===== config.mk =====
export PLATFORM = sky130hd
export DESIGN_NAME = fir_mac_engine_flat
export DESIGN_NICKNAME = d
export VERILOG_FILES = /design/src/rtl/fir_mac_engine_pkg.sv /design/src/rtl/fir_mac_engine_if.sv /design/src/rtl/fir_mac_pipe.sv /design/src/rtl/fir_mac_engine.sv /design/src/flat_wrapper.sv
export SDC_FILE = /design/constraint.sdc
export NUM_CORES = 1
export LEC_CHECK = 0
export ABC_AREA = 1
export ABC_CLOCK_PERIOD_IN_PS = 3200
export BUFFER_PORTS_ARGS = -buffer_cell sky130_fd_sc_hd__buf_2
export CORE_UTILIZATION = 65
export CTS_BUF_LIST = sky130_fd_sc_hd__clkbuf_8
export DETAILED_ROUTE_END_ITERATION = 8
export HOLD_SLACK_MARGIN = 0.08
export PLACE_DENSITY = 0.83
export SKIP_CTS_REPAIR_TIMING = 1
export SLEW_MARGIN = 15
export SYNTH_ARGS = -nofsm -noshare
export SYNTH_HDL_FRONTEND = slang
export SYNTH_SLANG_ARGS = --single-unit
export TNS_END_PERCENT = 30

===== constraint.sdc =====
create_clock -name clk -period 3.2 [get_ports clk]
set_input_delay 0 -clock clk [delete_from_list [all_inputs] [get_ports clk]]
set_output_delay 0 -clock clk [all_outputs]
set_load 0.01 [all_outputs]

===== src/rtl/fir_mac_engine_pkg.sv =====
// fir_pkg: FIR engine states, default geometry and the shared round/saturate helper.
package fir_pkg;
  typedef enum logic [1:0] {IDLE, ISSUE, DRAIN, OUT} fir_state_e;
  localparam int FIR_DATA_WIDTH = 16;
  localparam int FIR_COEF_WIDTH = 16;
  localparam int FIR_ADDR_WIDTH = 9;
  localparam int FIR_TAPS = 256;
  localparam int FIR_ACC_WIDTH = 40;
  localparam int FIR_SHIFT = 15;
  localparam int FIR_ACC_MAX = 128;
  // Round half up, arithmetic shift, clamp to a signed dw-bit range; callers truncate to dw.
  function automatic logic signed [FIR_ACC_MAX-1:0] round_sat(input logic signed [FIR_ACC_MAX-1:0] acc, input int shift, input int dw);
    logic signed [FIR_ACC_MAX-1:0] r, hi, lo;
    r = (acc + (FIR_ACC_MAX'(1) <<< (shift - 1))) >>> shift;
    hi = (FIR_ACC_MAX'(1) <<< (dw - 1)) - FIR_ACC_MAX'(1);
    lo = -hi - FIR_ACC_MAX'(1);
    return r > hi ? hi : r < lo ? lo : r;
  endfunction
endpackage


===== src/rtl/fir_mac_engine_if.sv =====
// fir_mac_engine_if: delay-line read port, coefficient ROM port and filtered output stream.
interface fir_mac_engine_if import fir_pkg::*; #(
  parameter int DATA_WIDTH = FIR_DATA_WIDTH,
  parameter int COEF_WIDTH = FIR_COEF_WIDTH,
  parameter int ADDR_WIDTH = FIR_ADDR_WIDTH,
  parameter int TAPS = FIR_TAPS
);
  logic sr_busy;
  logic [ADDR_WIDTH-1:0] rd_addr;
  logic signed [DATA_WIDTH-1:0] rd_data;
  logic [$clog2(TAPS)-1:0] coef_addr;
  logic signed [COEF_WIDTH-1:0] coef_data;
  logic signed [DATA_WIDTH-1:0] out_data;
  logic out_valid;
  logic busy;
  logic overrun;
  modport master (
    input sr_busy, rd_data, coef_data,
    output rd_addr, coef_addr, out_data, out_valid, busy, overrun
  );
  modport slave (
    output sr_busy, rd_data, coef_data,
    input rd_addr, coef_addr, out_data, out_valid, busy, overrun
  );
endinterface


===== src/rtl/fir_mac_pipe.sv =====
// fir_mac_pipe: two-stage valid shift, registered signed product and valid-gated accumulator.
module fir_mac_pipe import fir_pkg::*; #(
  parameter int A_WIDTH = FIR_DATA_WIDTH,
  parameter int B_WIDTH = FIR_COEF_WIDTH,
  parameter int ACC_WIDTH = FIR_ACC_WIDTH
) (
  input logic clk,
  input logic rst_n,
  input logic clr,
  input logic in_valid,
  input logic signed [A_WIDTH-1:0] a,
  input logic signed [B_WIDTH-1:0] b,
  output logic signed [ACC_WIDTH-1:0] acc
);
  localparam int PW = A_WIDTH + B_WIDTH;
  logic signed [PW-1:0] prod;
  logic [1:0] vs;
  // vs[0] marks a/b as real tap data (memory latency), vs[1] marks prod.
  always_ff @(posedge clk or negedge rst_n)
    if (!rst_n) begin
      vs <= '0;
      prod <= '0;
      acc <= '0;
    end else if (clr) begin
      vs <= '0;
      prod <= '0;
      acc <= '0;
    end else begin
      vs <= {vs[0], in_valid};
      prod <= PW'(a) * PW'(b);
      if (vs[1]) acc <= acc + ACC_WIDTH'(prod);
    end
endmodule


===== src/rtl/fir_mac_engine.sv =====
// fir_mac_engine: sweeps the delay line after each committed sample and emits one rounded,
// saturated FIR output per sweep.
module fir_mac_engine import fir_pkg::*; #(
  parameter int DATA_WIDTH = FIR_DATA_WIDTH,
  parameter int COEF_WIDTH = FIR_COEF_WIDTH,
  parameter int ADDR_WIDTH = FIR_ADDR_WIDTH,
  parameter int TAPS = FIR_TAPS,
  parameter int ACC_WIDTH = FIR_ACC_WIDTH,
  parameter int SHIFT = FIR_SHIFT
) (
  input logic clk,
  input logic rst_n,
  fir_mac_engine_if.master bus
);
  localparam int KW = $clog2(TAPS);
  fir_state_e state, state_nx;
  logic [KW-1:0] k, k_nx;
  logic dcnt, dcnt_nx;
  logic sr_q, start;
  logic signed [ACC_WIDTH-1:0] acc;
  assign start = sr_q & ~bus.sr_busy;
  always_comb begin
    state_nx = state;
    k_nx = k;
    dcnt_nx = dcnt;
    case (state)
      IDLE: if (start) begin
        state_nx = ISSUE;
        k_nx = '0;
      end
      ISSUE: begin
        k_nx = k + 1'b1;
        dcnt_nx = 1'b0;
        if (k == KW'(TAPS - 1)) state_nx = DRAIN;
      end
      DRAIN: begin
        dcnt_nx = 1'b1;
        if (dcnt) state_nx = OUT;
      end
      default: state_nx = IDLE;
    endcase
  end
  always_ff @(posedge clk or negedge rst_n)
    if (!rst_n) begin
      state <= IDLE;
      k <= '0;
      dcnt <= 1'b0;
      sr_q <= 1'b0;
      bus.out_data <= '0;
      bus.out_valid <= 1'b0;
      bus.overrun <= 1'b0;
    end else begin
      state <= state_nx;
      k <= k_nx;
      dcnt <= dcnt_nx;
      sr_q <= bus.sr_busy;
      bus.out_valid <= state == OUT;
      if (state == OUT) bus.out_data <= DATA_WIDTH'(round_sat(FIR_ACC_MAX'(acc), SHIFT, DATA_WIDTH));
      if (start && state != IDLE) bus.overrun <= 1'b1;
    end
  // Tap k=0 is the newest sample, which the delay line keeps at address TAPS.
  assign bus.rd_addr = state == ISSUE ? ADDR_WIDTH'(TAPS) - ADDR_WIDTH'(k) : ADDR_WIDTH'(TAPS);
  assign bus.coef_addr = state == ISSUE ? k : '0;
  assign bus.busy = state != IDLE;
  fir_mac_pipe #(.A_WIDTH(DATA_WIDTH), .B_WIDTH(COEF_WIDTH), .ACC_WIDTH(ACC_WIDTH)) u_pipe (
    .clk(clk),
    .rst_n(rst_n),
    .clr(state == IDLE && start),
    .in_valid(state == ISSUE),
    .a(bus.rd_data),
    .b(bus.coef_data),
    .acc(acc)
  );
endmodule


===== src/flat_wrapper.sv =====
// flat-port wrapper written by rule: the top's interface ports become plain ports
module fir_mac_engine_flat import fir_pkg::*;
#(
  parameter int DATA_WIDTH = FIR_DATA_WIDTH,
  parameter int COEF_WIDTH = FIR_COEF_WIDTH,
  parameter int ADDR_WIDTH = FIR_ADDR_WIDTH,
  parameter int TAPS = FIR_TAPS,
  parameter int ACC_WIDTH = FIR_ACC_WIDTH,
  parameter int SHIFT = FIR_SHIFT
)
  (clk, rst_n, bus_sr_busy, bus_rd_data, bus_coef_data, bus_rd_addr, bus_coef_addr, bus_out_data, bus_out_valid, bus_busy, bus_overrun);
  fir_mac_engine_if #(.DATA_WIDTH(DATA_WIDTH), .COEF_WIDTH(COEF_WIDTH), .ADDR_WIDTH(ADDR_WIDTH), .TAPS(TAPS)) bus_i ();
  input logic clk;
  input logic rst_n;
  input wire logic [$bits(bus_i.sr_busy)-1:0] bus_sr_busy;
  input wire logic [$bits(bus_i.rd_data)-1:0] bus_rd_data;
  input wire logic [$bits(bus_i.coef_data)-1:0] bus_coef_data;
  output wire logic [$bits(bus_i.rd_addr)-1:0] bus_rd_addr;
  output wire logic [$bits(bus_i.coef_addr)-1:0] bus_coef_addr;
  output wire logic [$bits(bus_i.out_data)-1:0] bus_out_data;
  output wire logic [$bits(bus_i.out_valid)-1:0] bus_out_valid;
  output wire logic [$bits(bus_i.busy)-1:0] bus_busy;
  output wire logic [$bits(bus_i.overrun)-1:0] bus_overrun;
  assign bus_i.sr_busy = bus_sr_busy;
  assign bus_i.rd_data = bus_rd_data;
  assign bus_i.coef_data = bus_coef_data;
  assign bus_rd_addr = bus_i.rd_addr;
  assign bus_coef_addr = bus_i.coef_addr;
  assign bus_out_data = bus_i.out_data;
  assign bus_out_valid = bus_i.out_valid;
  assign bus_busy = bus_i.busy;
  assign bus_overrun = bus_i.overrun;
  fir_mac_engine #(.DATA_WIDTH(DATA_WIDTH), .COEF_WIDTH(COEF_WIDTH), .ADDR_WIDTH(ADDR_WIDTH), .TAPS(TAPS), .ACC_WIDTH(ACC_WIDTH), .SHIFT(SHIFT)) u_core (.clk(clk), .rst_n(rst_n), .bus(bus_i));
endmodule

==> summary.md, run 1 <==
| Metric | Value |
|---|---|
| Diodes inserted | `0` |
| Most common cell type on the critical path | `sky130_fd_sc_hd__fa_1` |
| Number of synthesized register bits | `104` |
| Startpoint Class | `primary input` |
| Synthesized Nets | `2907` |
| Type of the worst min-delay path | `in -> async` |
| Post-route clock skew | `0.02514 ns` |
| Data arrival time of the critical path | `5.12 ns` |
| Transition time at the pin with the least slew margin | `1.089 ns` |
| Detailed placement HPWL | `42800 um` |
| Depth of the worst register-to-register path | `11` |
| Drc violations | `0` |
| Clock root cell | `sky130_fd_sc_hd__clkbuf_8` |
| Worst rel slew slack | `0.2730` |
| Number of DRC markers in iteration 0 | `1396` |
| Unrepaired setup endpoints after global routing | `yes` |
| Clock Path Buffers | `2` |
| Commonest cells in the synthesized netlist | `sky130_fd_sc_hd__nand2_1 (609), sky130_fd_sc_hd__inv_1 (606), sky130_fd_sc_hd__fa_1 (263), sky130_fd_sc_hd__nor2_1 (200), sky130_fd_sc_hd__ha_1 (128)` |
| Avg Inst Size Synth | `7.272 um2` |
| Clock latency at the later pin of the worst-skew pair | `0.40 ns` |
| Library cell contributing the largest single delay on the critical path | `sky130_fd_sc_hd__fa_2` |
| Shortest clock period the worst path allows after layout | `4.791 ns` |
| Failing checks | `negative setup slack` |
| Rows | `60` |
| Min setup slack post-route | `-1.591 ns` |
| Core Footprint | `0.02710 mm2` |
| Tot GR Track Use | `0.3685` |
| Adder-cell share of the synthesized area | `0.3806` |
| Port-buffer cells | `70` |
| Largest net degree at the start of global routing | `74` |
| TritonCTS clock tree | `built` |
| Count of maximum capacitance violations | `0` |
| Final hold slack | `0.05392 ns` |
| Period Utilization, post-route | `1.497` |
| Terminus of the critical flop-to-flop path | `u_core.u_pipe.acc[29]` |
| Die Footprint | `0.02843 mm2` |
| Area fraction in compound gates after synthesis | `0.09487` |
| Antenna violations before repair | `0` |
| Share of flip-flops with an asynchronous set or reset | `1.000` |
| Multiplexer fraction of the synthesized cell area | `0` |
| RD Place Congestion | `0.9740` |
| Number of instances in the synthesized netlist | `2481` |
| Startpoint-to-endpoint class of the critical path | `in -> reg` |
| Fillcell total | `1772` |
| Worst-path cell chain | `buf_8 > nand2_4 > buf_4 > fa_1 > inv_2 > fa_2 > buf_6 > fa_1 > fa_1 > fa_1 > inv_2 > fa_1 > inv_2 > ha_4 > nand2_4 > nor2_4 > nand2_2 > nor4_4 > a21oi_2 > nand2_1 > nand2_1 > nor2_1` |
| Final Slew Violations | `0` |
| Stage delay of the slowest cell on the critical path | `0.66 ns` |
| Starting density of the core | `0.6657` |
| Crit. Startpoint | `bus_coef_data[4]` |
| Number of iterations in the first detailed-routing pass | `6` |
| Mean number of vias per cell | `5.613` |
| Synth top area share | `0.2918` |
| Routed via count | `17198` |
| Share of the yosys chip area belonging to registers | `0.1443` |
| Area after DPL | `0.02046 mm2` |
| Count of antenna-violating nets left after detailed routing | `0` |
| Count of endpoints failing setup in the final report | `26` |
| Critical path fanouts, max | `12` |
| Synthesized-area fraction occupied by xor and xnor cells | `0.01942` |
| Overflow after GRT | `0` |
| Most used flip-flop cell after synthesis | `sky130_fd_sc_hd__dfrtp_1` |
| Die extent in x | `168.6 um` |
| Final Hold Fails | `0` |
| Largest area contributor in the synthesized netlist | `sky130_fd_sc_hd__fa_1` |
| Required time at the endpoint of the critical path | `3.52 ns` |
| EDFF count, synth | `0` |
| Highest Clock Rate | `208.7 MHz` |
| Pre-CTS setup slack | `-2.090 ns` |
| Largest family of logic cells by synthesized area | `adder cells` |
| Number of H-tree levels | `3` |
| Critical Path Sink Type | `flip-flop` |
| Vias in the first global route | `17432` |
| Final nets | `3113` |
| Fin area | `0.02150 mm2` |
| IO Pins | `71` |
| Register-to-register setup slack | `0.37 ns` |
| First-pass GRT wire length | `82960 um` |
| Critical path destination | `u_core.u_pipe.prod[29]` |
| Height of the die | `168.6 um` |
| Status | `complete, but fails checks` |
| P&R area growth vs syn | `19.17%` |
| # clock sinks | `104` |
| Proportion of layout cells with a drive suffix above 1 | `0.1961` |
| Main area contributors after synthesis | `sky130_fd_sc_hd__fa_1 (29%), sky130_fd_sc_hd__dfrtp_1 (14%), sky130_fd_sc_hd__nand2_1 (13%)` |
| Number of buffers created by CTS | `9` |
| Post-Syn Area | `0.01804 mm2` |
| Reg-to-reg startpoint | `u_core.u_pipe.acc[2]` |
| Fraction of the mapped netlist area in simple logic gates | `0.2167` |
| Clock Pin Slew Worst Setup and Hold Paths | `0.13 ns` |
| Most frequent cell after synthesis | `sky130_fd_sc_hd__nand2_1` |
| Count of yosys warnings during synthesis | `0` |
| Synth unique cells | `49` |
| Wire length per cell after detailed routing | `17.50 um` |
| Overall routed net length | `53610 um` |
==> layer usage <==
metal  GRT usage  part of all wire  wire (um)  vias up
li1            -                 -          -     7819
met1      0.4381              0.38      20120     8313
met2      0.6715              0.51      27540      851
met3     0.04209             0.060       3223      215
met4      0.1652             0.051       2723        0
met5           0                 0          0        -
==> flip-flops by register name, indices dropped and copies added, names as in the netlist <==
register,cells
u_core.bus.out_data,16
u_core.bus.out_valid,1
u_core.bus.overrun,1
u_core.dcnt,1
u_core.k,8
u_core.sr_q,1
u_core.state,2
u_core.u_pipe.acc,40
u_core.u_pipe.prod,32
u_core.u_pipe.vs,2
==> through the flow <==
step,utilization,cells,TNS (ns)
finish,0.7933,3064,-34.39
global placement,0.7550,3027,-43.96
CTS,0.7626,3043,-36.56
detailed placement,0.7550,3027,-47.42
floorplan,-,2481,-35.10
global route,0.7933,3064,-38.13
==> cells by family after synthesis <==
| kind of cell | Yosys count |
|---|---|
| AOI/OAI and AO/OA | 304 |
| xor gates and xnor gates | 40 |
| adders and majority gates | 391 |
| buffers and inverters | 684 |
| DFF | 104 |
| and+or+nand+nor | 958 |
==> layout make-up <==
type,count,area [um2],share of cell area
Clock inverter,7,81.33,0.003783
Multi-Input combinational cell,1693,13720,0.6381
Timing Repair Buffer,271,2217,0.1031
Inverter,608,2290,0.1065
Sequential cell,104,2603,0.1210
Tap cell,372,465.4,0.02165
Clock buffer,9,123.9,0.005762
==> worst min-delay path by stage <==
| stage | start | endpoint | slack (ns) | cells after the start |
|---|---|---|---|---|
| finish | rst_n | u_core.u_pipe.acc[1] | 0.05 | 2 |
| global route | rst_n | u_core.u_pipe.acc[1] | 0.09 | 2 |
| CTS | rst_n | u_core.u_pipe.acc[1] | -0.48 | 1 |
| detailed placement | rst_n | u_core.u_pipe.acc[1] | -0.04 | 1 |
| global placement | rst_n | u_core.u_pipe.acc[1] | -0.04 | 1 |
| floorplan | rst_n | u_core.bus.out_data[0] | -0.30 | 0 |
==> worst max-delay path: cells and delay by family <==
kind | cells | cell delay (ns)
AOI/OAI and AO/OA | 1 | 0.11
and+or+nand+nor | 8 | 0.84
buffers and inverters | 6 | 0.53
adders and majority gates | 7 | 3.60
==> cell usage in the layout (no fill, tap or decap), types with 4 or more instances in the layout <==
cell type,n
sky130_fd_sc_hd__nand2_1,577
sky130_fd_sc_hd__inv_1,557
sky130_fd_sc_hd__fa_1,244
sky130_fd_sc_hd__buf_4,188
sky130_fd_sc_hd__nor2_1,182
sky130_fd_sc_hd__dfrtp_1,104
sky130_fd_sc_hd__ha_1,102
sky130_fd_sc_hd__a21oi_1,99
sky130_fd_sc_hd__o21ai_0,92
sky130_fd_sc_hd__nand3_1,55
sky130_fd_sc_hd__inv_2,48
sky130_fd_sc_hd__buf_2,42
sky130_fd_sc_hd__nand2_2,32
sky130_fd_sc_hd__a21oi_2,32
sky130_fd_sc_hd__nor3_1,23
sky130_fd_sc_hd__xor2_1,23
sky130_fd_sc_hd__ha_4,23
sky130_fd_sc_hd__fa_2,19
sky130_fd_sc_hd__buf_6,18
sky130_fd_sc_hd__nor2_2,17
sky130_fd_sc_hd__o21ai_1,16
sky130_fd_sc_hd__xnor2_1,16
sky130_fd_sc_hd__a21o_1,14
sky130_fd_sc_hd__buf_12,14
sky130_fd_sc_hd__nor2_4,12
sky130_fd_sc_hd__nand4_1,11
sky130_fd_sc_hd__nand2_4,10
sky130_fd_sc_hd__clkbuf_8,9
sky130_fd_sc_hd__nand3_2,8
sky130_fd_sc_hd__a31oi_1,7
sky130_fd_sc_hd__o21ai_2,5
sky130_fd_sc_hd__o21bai_1,5
sky130_fd_sc_hd__o31ai_1,5
sky130_fd_sc_hd__nand3b_1,5
sky130_fd_sc_hd__or2_2,4
sky130_fd_sc_hd__or2_4,4
sky130_fd_sc_hd__o21a_1,4
sky130_fd_sc_hd__o211ai_1,4
sky130_fd_sc_hd__o22ai_1,4
Power of run 1 is left out: the tool's default activity adds up to more than one toggle a clock period on the data nets, which glitch-free logic cannot reach.
==> run 2: changes to the inputs <==
- ABC_AREA: 1 -> not set
- CORE_UTILIZATION: 65 -> 30
- PLACE_DENSITY: 0.83 -> not set
==> summary.md, run 2 <==
| Metric | Value |
|---|---|
| Min setup slack post-route | `-2.056 ns (was -1.591 ns)` |
| Number of iterations in the first detailed-routing pass | `5 (was 6)` |
| Largest area contributor in the synthesized netlist | `sky130_fd_sc_hd__fa_1 (unchanged)` |
| Synth unique cells | `80 (was 49)` |
| Critical path fanouts, max | `6 (was 12)` |
| Depth of the worst register-to-register path | `10 (was 11)` |
| Number of instances in the synthesized netlist | `1873 (was 2481)` |
| Clock Path Buffers | `2 (unchanged)` |
| Starting density of the core | `0.3047 (was 0.6657)` |
| Max reg flops | `40 (unchanged)` |
| Die Footprint | `0.05701 mm2 (was 0.02843 mm2)` |
| Startpoint of the worst hold path | `bus_coef_data[0]` |
| Type of the worst min-delay path | `in -> reg (was in -> async)` |
| Top library cells by usage in the layout, fill and taps aside | `sky130_fd_sc_hd__inv_1 (323), sky130_fd_sc_hd__fa_1 (249), sky130_fd_sc_hd__buf_4 (199) (was sky130_fd_sc_hd__nand2_1 (577), sky130_fd_sc_hd__inv_1 (557), sky130_fd_sc_hd__fa_1 (244))` |
| Failing checks | `negative setup slack (unchanged)` |
| Die extent in x | `238.8 um (was 168.6 um)` |
| Overflow after GRT | `0 (unchanged)` |
| Vias in the first global route | `13977 (was 17432)` |
| P&R area growth vs syn | `23.12% (was 19.17%)` |
| Highest Clock Rate | `190.2 MHz (was 208.7 MHz)` |
| Register-to-register setup slack | `0.20 ns (was 0.37 ns)` |
| Terminus of the critical flop-to-flop path | `u_core.u_pipe.acc[33] (was u_core.u_pipe.acc[29])` |
| Reg-to-reg startpoint | `u_core.u_pipe.prod[12] (was u_core.u_pipe.acc[2])` |
| Final nets | `2534 (was 3113)` |
| # clock sinks | `104 (unchanged)` |
| Count of maximum capacitance violations | `0 (unchanged)` |
| Largest registers ranked by flip-flop count | `u_core.u_pipe.acc: 40 flops, u_core.u_pipe.prod: 32 flops, u_core.bus.out_data: 16 flops (unchanged)` |
| Metal1 wirelength | `18650 um (was 20120 um)` |
| Clock root cell | `sky130_fd_sc_hd__clkbuf_8 (unchanged)` |
| Data arrival time of the critical path | `5.58 ns (was 5.12 ns)` |
| Rows | `86 (was 60)` |
| Most common cell after layout, fill and taps aside | `sky130_fd_sc_hd__inv_1 (was sky130_fd_sc_hd__nand2_1)` |
| Most used flip-flop cell after synthesis | `sky130_fd_sc_hd__dfrtp_1 (unchanged)` |
| Number of synthesized register bits | `104 (unchanged)` |
| Highest signal layer in the routed design | `met4 (unchanged)` |
| First-pass GRT wire length | `68300 um (was 82960 um)` |
| Post-route clock skew | `0.01639 ns (was 0.02514 ns)` |
| Share of flip-flops with an asynchronous set or reset | `1.000 (unchanged)` |
| Status | `complete, but fails checks (unchanged)` |
| Post-Syn Area | `0.01682 mm2 (was 0.01804 mm2)` |
| Required time at the endpoint of the critical path | `3.53 ns (was 3.52 ns)` |
| Routed via count | `13269 (was 17198)` |
| Min-Delay Endpoint | `u_core.u_pipe.prod[0]` |
| Detailed placement HPWL | `34320 um (was 42800 um)` |
| Synthesized Nets | `2299 (was 2907)` |
| RD Place Congestion | `0.8551 (was 0.9740)` |
| EDFF count, synth | `0 (unchanged)` |
| Proportion of layout cells with a drive suffix above 1 | `0.2276 (was 0.1961)` |
| Critical Path Sink Type | `flip-flop (unchanged)` |
| TritonCTS clock tree | `built (unchanged)` |
| Count of yosys warnings during synthesis | `0 (unchanged)` |
| Period Utilization, post-route | `1.643 (was 1.497)` |
| Final-layout setup total negative slack | `-37.38 ns (was -34.39 ns)` |
| Number of buffers created by CTS | `9 (unchanged)` |
| Hold Crit Depth | `3` |
| Antenna violations before repair | `1 (was 0)` |
| Avg Inst Size Synth | `8.979 um2 (was 7.272 um2)` |
| Height of the die | `238.8 um (was 168.6 um)` |
| Wire length on met3 | `1212 um (was 3223 um)` |
| Port-buffer cells | `70 (unchanged)` |
| Share of the yosys chip area belonging to registers | `0.1548 (was 0.1443)` |
| Tot GR Track Use | `0.1454 (was 0.3685)` |
| Overall routed net length | `40060 um (was 53610 um)` |
| Startpoint-to-endpoint class of the critical path | `in -> reg (unchanged)` |
| Startpoint Class | `primary input (unchanged)` |
| Most frequent cell after synthesis | `sky130_fd_sc_hd__inv_1 (was sky130_fd_sc_hd__nand2_1)` |
| Clock Pin Slew Worst Setup and Hold Paths | `0.10 ns (was 0.13 ns)` |
| Drc violations | `0 (unchanged)` |
| Synth top area share | `0.3131 (was 0.2918)` |
| Final Slew Violations | `0 (unchanged)` |
| Unrepaired setup endpoints after global routing | `yes (unchanged)` |
| Mean number of vias per cell | `4.636 (was 5.613)` |
| Final Hold Fails | `0 (unchanged)` |
| Register with the most flip-flops | `u_core.u_pipe.acc (unchanged)` |
| Largest net degree at the start of global routing | `68 (was 74)` |
| Wire length per cell after detailed routing | `14.00 um (was 17.50 um)` |
| Commonest cells in the synthesized netlist | `sky130_fd_sc_hd__inv_1 (350), sky130_fd_sc_hd__fa_1 (263), sky130_fd_sc_hd__nand2_1 (165), sky130_fd_sc_hd__and2_1 (150), sky130_fd_sc_hd__ha_1 (128) (was sky130_fd_sc_hd__nand2_1 (609), sky130_fd_sc_hd__inv_1 (606), sky130_fd_sc_hd__fa_1 (263), sky130_fd_sc_hd__nor2_1 (200), sky130_fd_sc_hd__ha_1 (128))` |
| Worst rel slew slack | `0.4014 (was 0.2730)` |
| Clock latency at the later pin of the worst-skew pair | `0.40 ns (about the same)` |
| Main area contributors after synthesis | `sky130_fd_sc_hd__fa_1 (31%), sky130_fd_sc_hd__dfrtp_1 (15%), sky130_fd_sc_hd__ha_1 (9.5%) (was sky130_fd_sc_hd__fa_1 (29%), sky130_fd_sc_hd__dfrtp_1 (14%), sky130_fd_sc_hd__nand2_1 (13%))` |
| Shortest clock period the worst path allows after layout | `5.256 ns (was 4.791 ns)` |
| Number of DRC markers in iteration 0 | `664 (was 1396)` |
| Number of H-tree levels | `3 (unchanged)` |
| Transition time at the pin with the least slew margin | `0.8980 ns (was 1.089 ns)` |
| IO Pins | `71 (unchanged)` |
| Post-layout utilization of the core | `0.3751 (was 0.7933)` |
| Count of endpoints failing setup in the final report | `25 (was 26)` |
| Final hold slack | `0.1457 ns (was 0.05392 ns)` |
| Wire length on met2 | `19740 um (was 27540 um)` |
| Count of antenna-violating nets left after detailed routing | `0 (unchanged)` |
| Core Footprint | `0.05520 mm2 (was 0.02710 mm2)` |
run 2: changes by cell type in the layout (fill, tap and decap cells not counted), sizes merged, moves of 12 or more:
cell and change:
and2 +146, buf +20, inv -261, nand2 -453, mux2i +25, nand3 -33, a211oi +12, nand2b +19
xnor2 +29, nor2 -94, a21oi -66, o21ai -58
run 2: through the flow:
| stage | cell area (um2) | cells | setup slack (ns) |
|---|---|---|---|
| 3_5_place_dp | 19700 | 2828 | -2.614 |
| 3_3_place_gp | 19700 | 2828 | -2.539 |
| 4_1_cts | 19880 | 2844 | -2.181 |
| 5_1_grt | 20700 | 2862 | -2.229 |
| 2_1_floorplan | 17260 | 1873 | -2.114 |
| 6_report | 20700 | 2862 | -2.056 |
run 2: area by class of cell:
type	count	area, um2
well taps	748	935.9
diodes	1	2.502
repair buffers	290	2266
flip-flops and latches	104	2604
clock inverters	6	43.79
clock buffers	10	137.6
multi-input cells	1353	13390
inverters	350	1323
fillers	5535	34500
run 2: routing by layer:
layer	global-route usage	vias up
met2	0.2547	184
met1	0.1931	6618
met5	0	-
li1	-	6440
met4	0.03108	0
met3	0.01467	27
run 2: cells by family after synthesis:
group / count (synthesis) / share of synthesized area
flops: 104 / 0.1548
mux: 30 / 0.01823
simple gates: 585 / 0.1773
xor+xnor: 78 / 0.04062
compound gates: 269 / 0.1065
buf+inv: 416 / 0.09434
fa+ha+maj: 391 / 0.4083
run 2: worst max path at each step:
stage,from,endpoint,slack [ns],depth (start not counted)
floorplan,bus_coef_data[5],u_core.u_pipe.prod[31],-2.11,22
global placement,bus_coef_data[15],u_core.u_pipe.prod[31],-2.54,21
detailed placement,bus_coef_data[3],u_core.u_pipe.prod[31],-2.61,21
CTS,bus_coef_data[3],u_core.u_pipe.prod[31],-2.18,21
global route,bus_coef_data[4],u_core.u_pipe.prod[26],-2.23,22
finish,bus_rd_data[7],u_core.u_pipe.prod[30],-2.06,21
run 2: critical path, cell delays in order:
cell and delay [ns]:
sky130_fd_sc_hd__buf_12 0.11, sky130_fd_sc_hd__buf_6 0.11, sky130_fd_sc_hd__and2_4 0.13, sky130_fd_sc_hd__fa_1 0.53
sky130_fd_sc_hd__inv_1 0.05, sky130_fd_sc_hd__fa_1 0.47, sky130_fd_sc_hd__fa_2 0.55, sky130_fd_sc_hd__inv_2 0.04
sky130_fd_sc_hd__fa_1 0.46, sky130_fd_sc_hd__fa_1 0.49, sky130_fd_sc_hd__inv_1 0.05, sky130_fd_sc_hd__fa_1 0.51
sky130_fd_sc_hd__inv_2 0.05, sky130_fd_sc_hd__ha_4 0.27, sky130_fd_sc_hd__nand4_1 0.11, sky130_fd_sc_hd__o311a_1 0.33
sky130_fd_sc_hd__o41a_1 0.46, sky130_fd_sc_hd__nor3_4 0.28, sky130_fd_sc_hd__a2111oi_4 0.09, sky130_fd_sc_hd__or3_1 0.33
sky130_fd_sc_hd__a21oi_2 0.15
Power of run 2 is left out for the same reason.
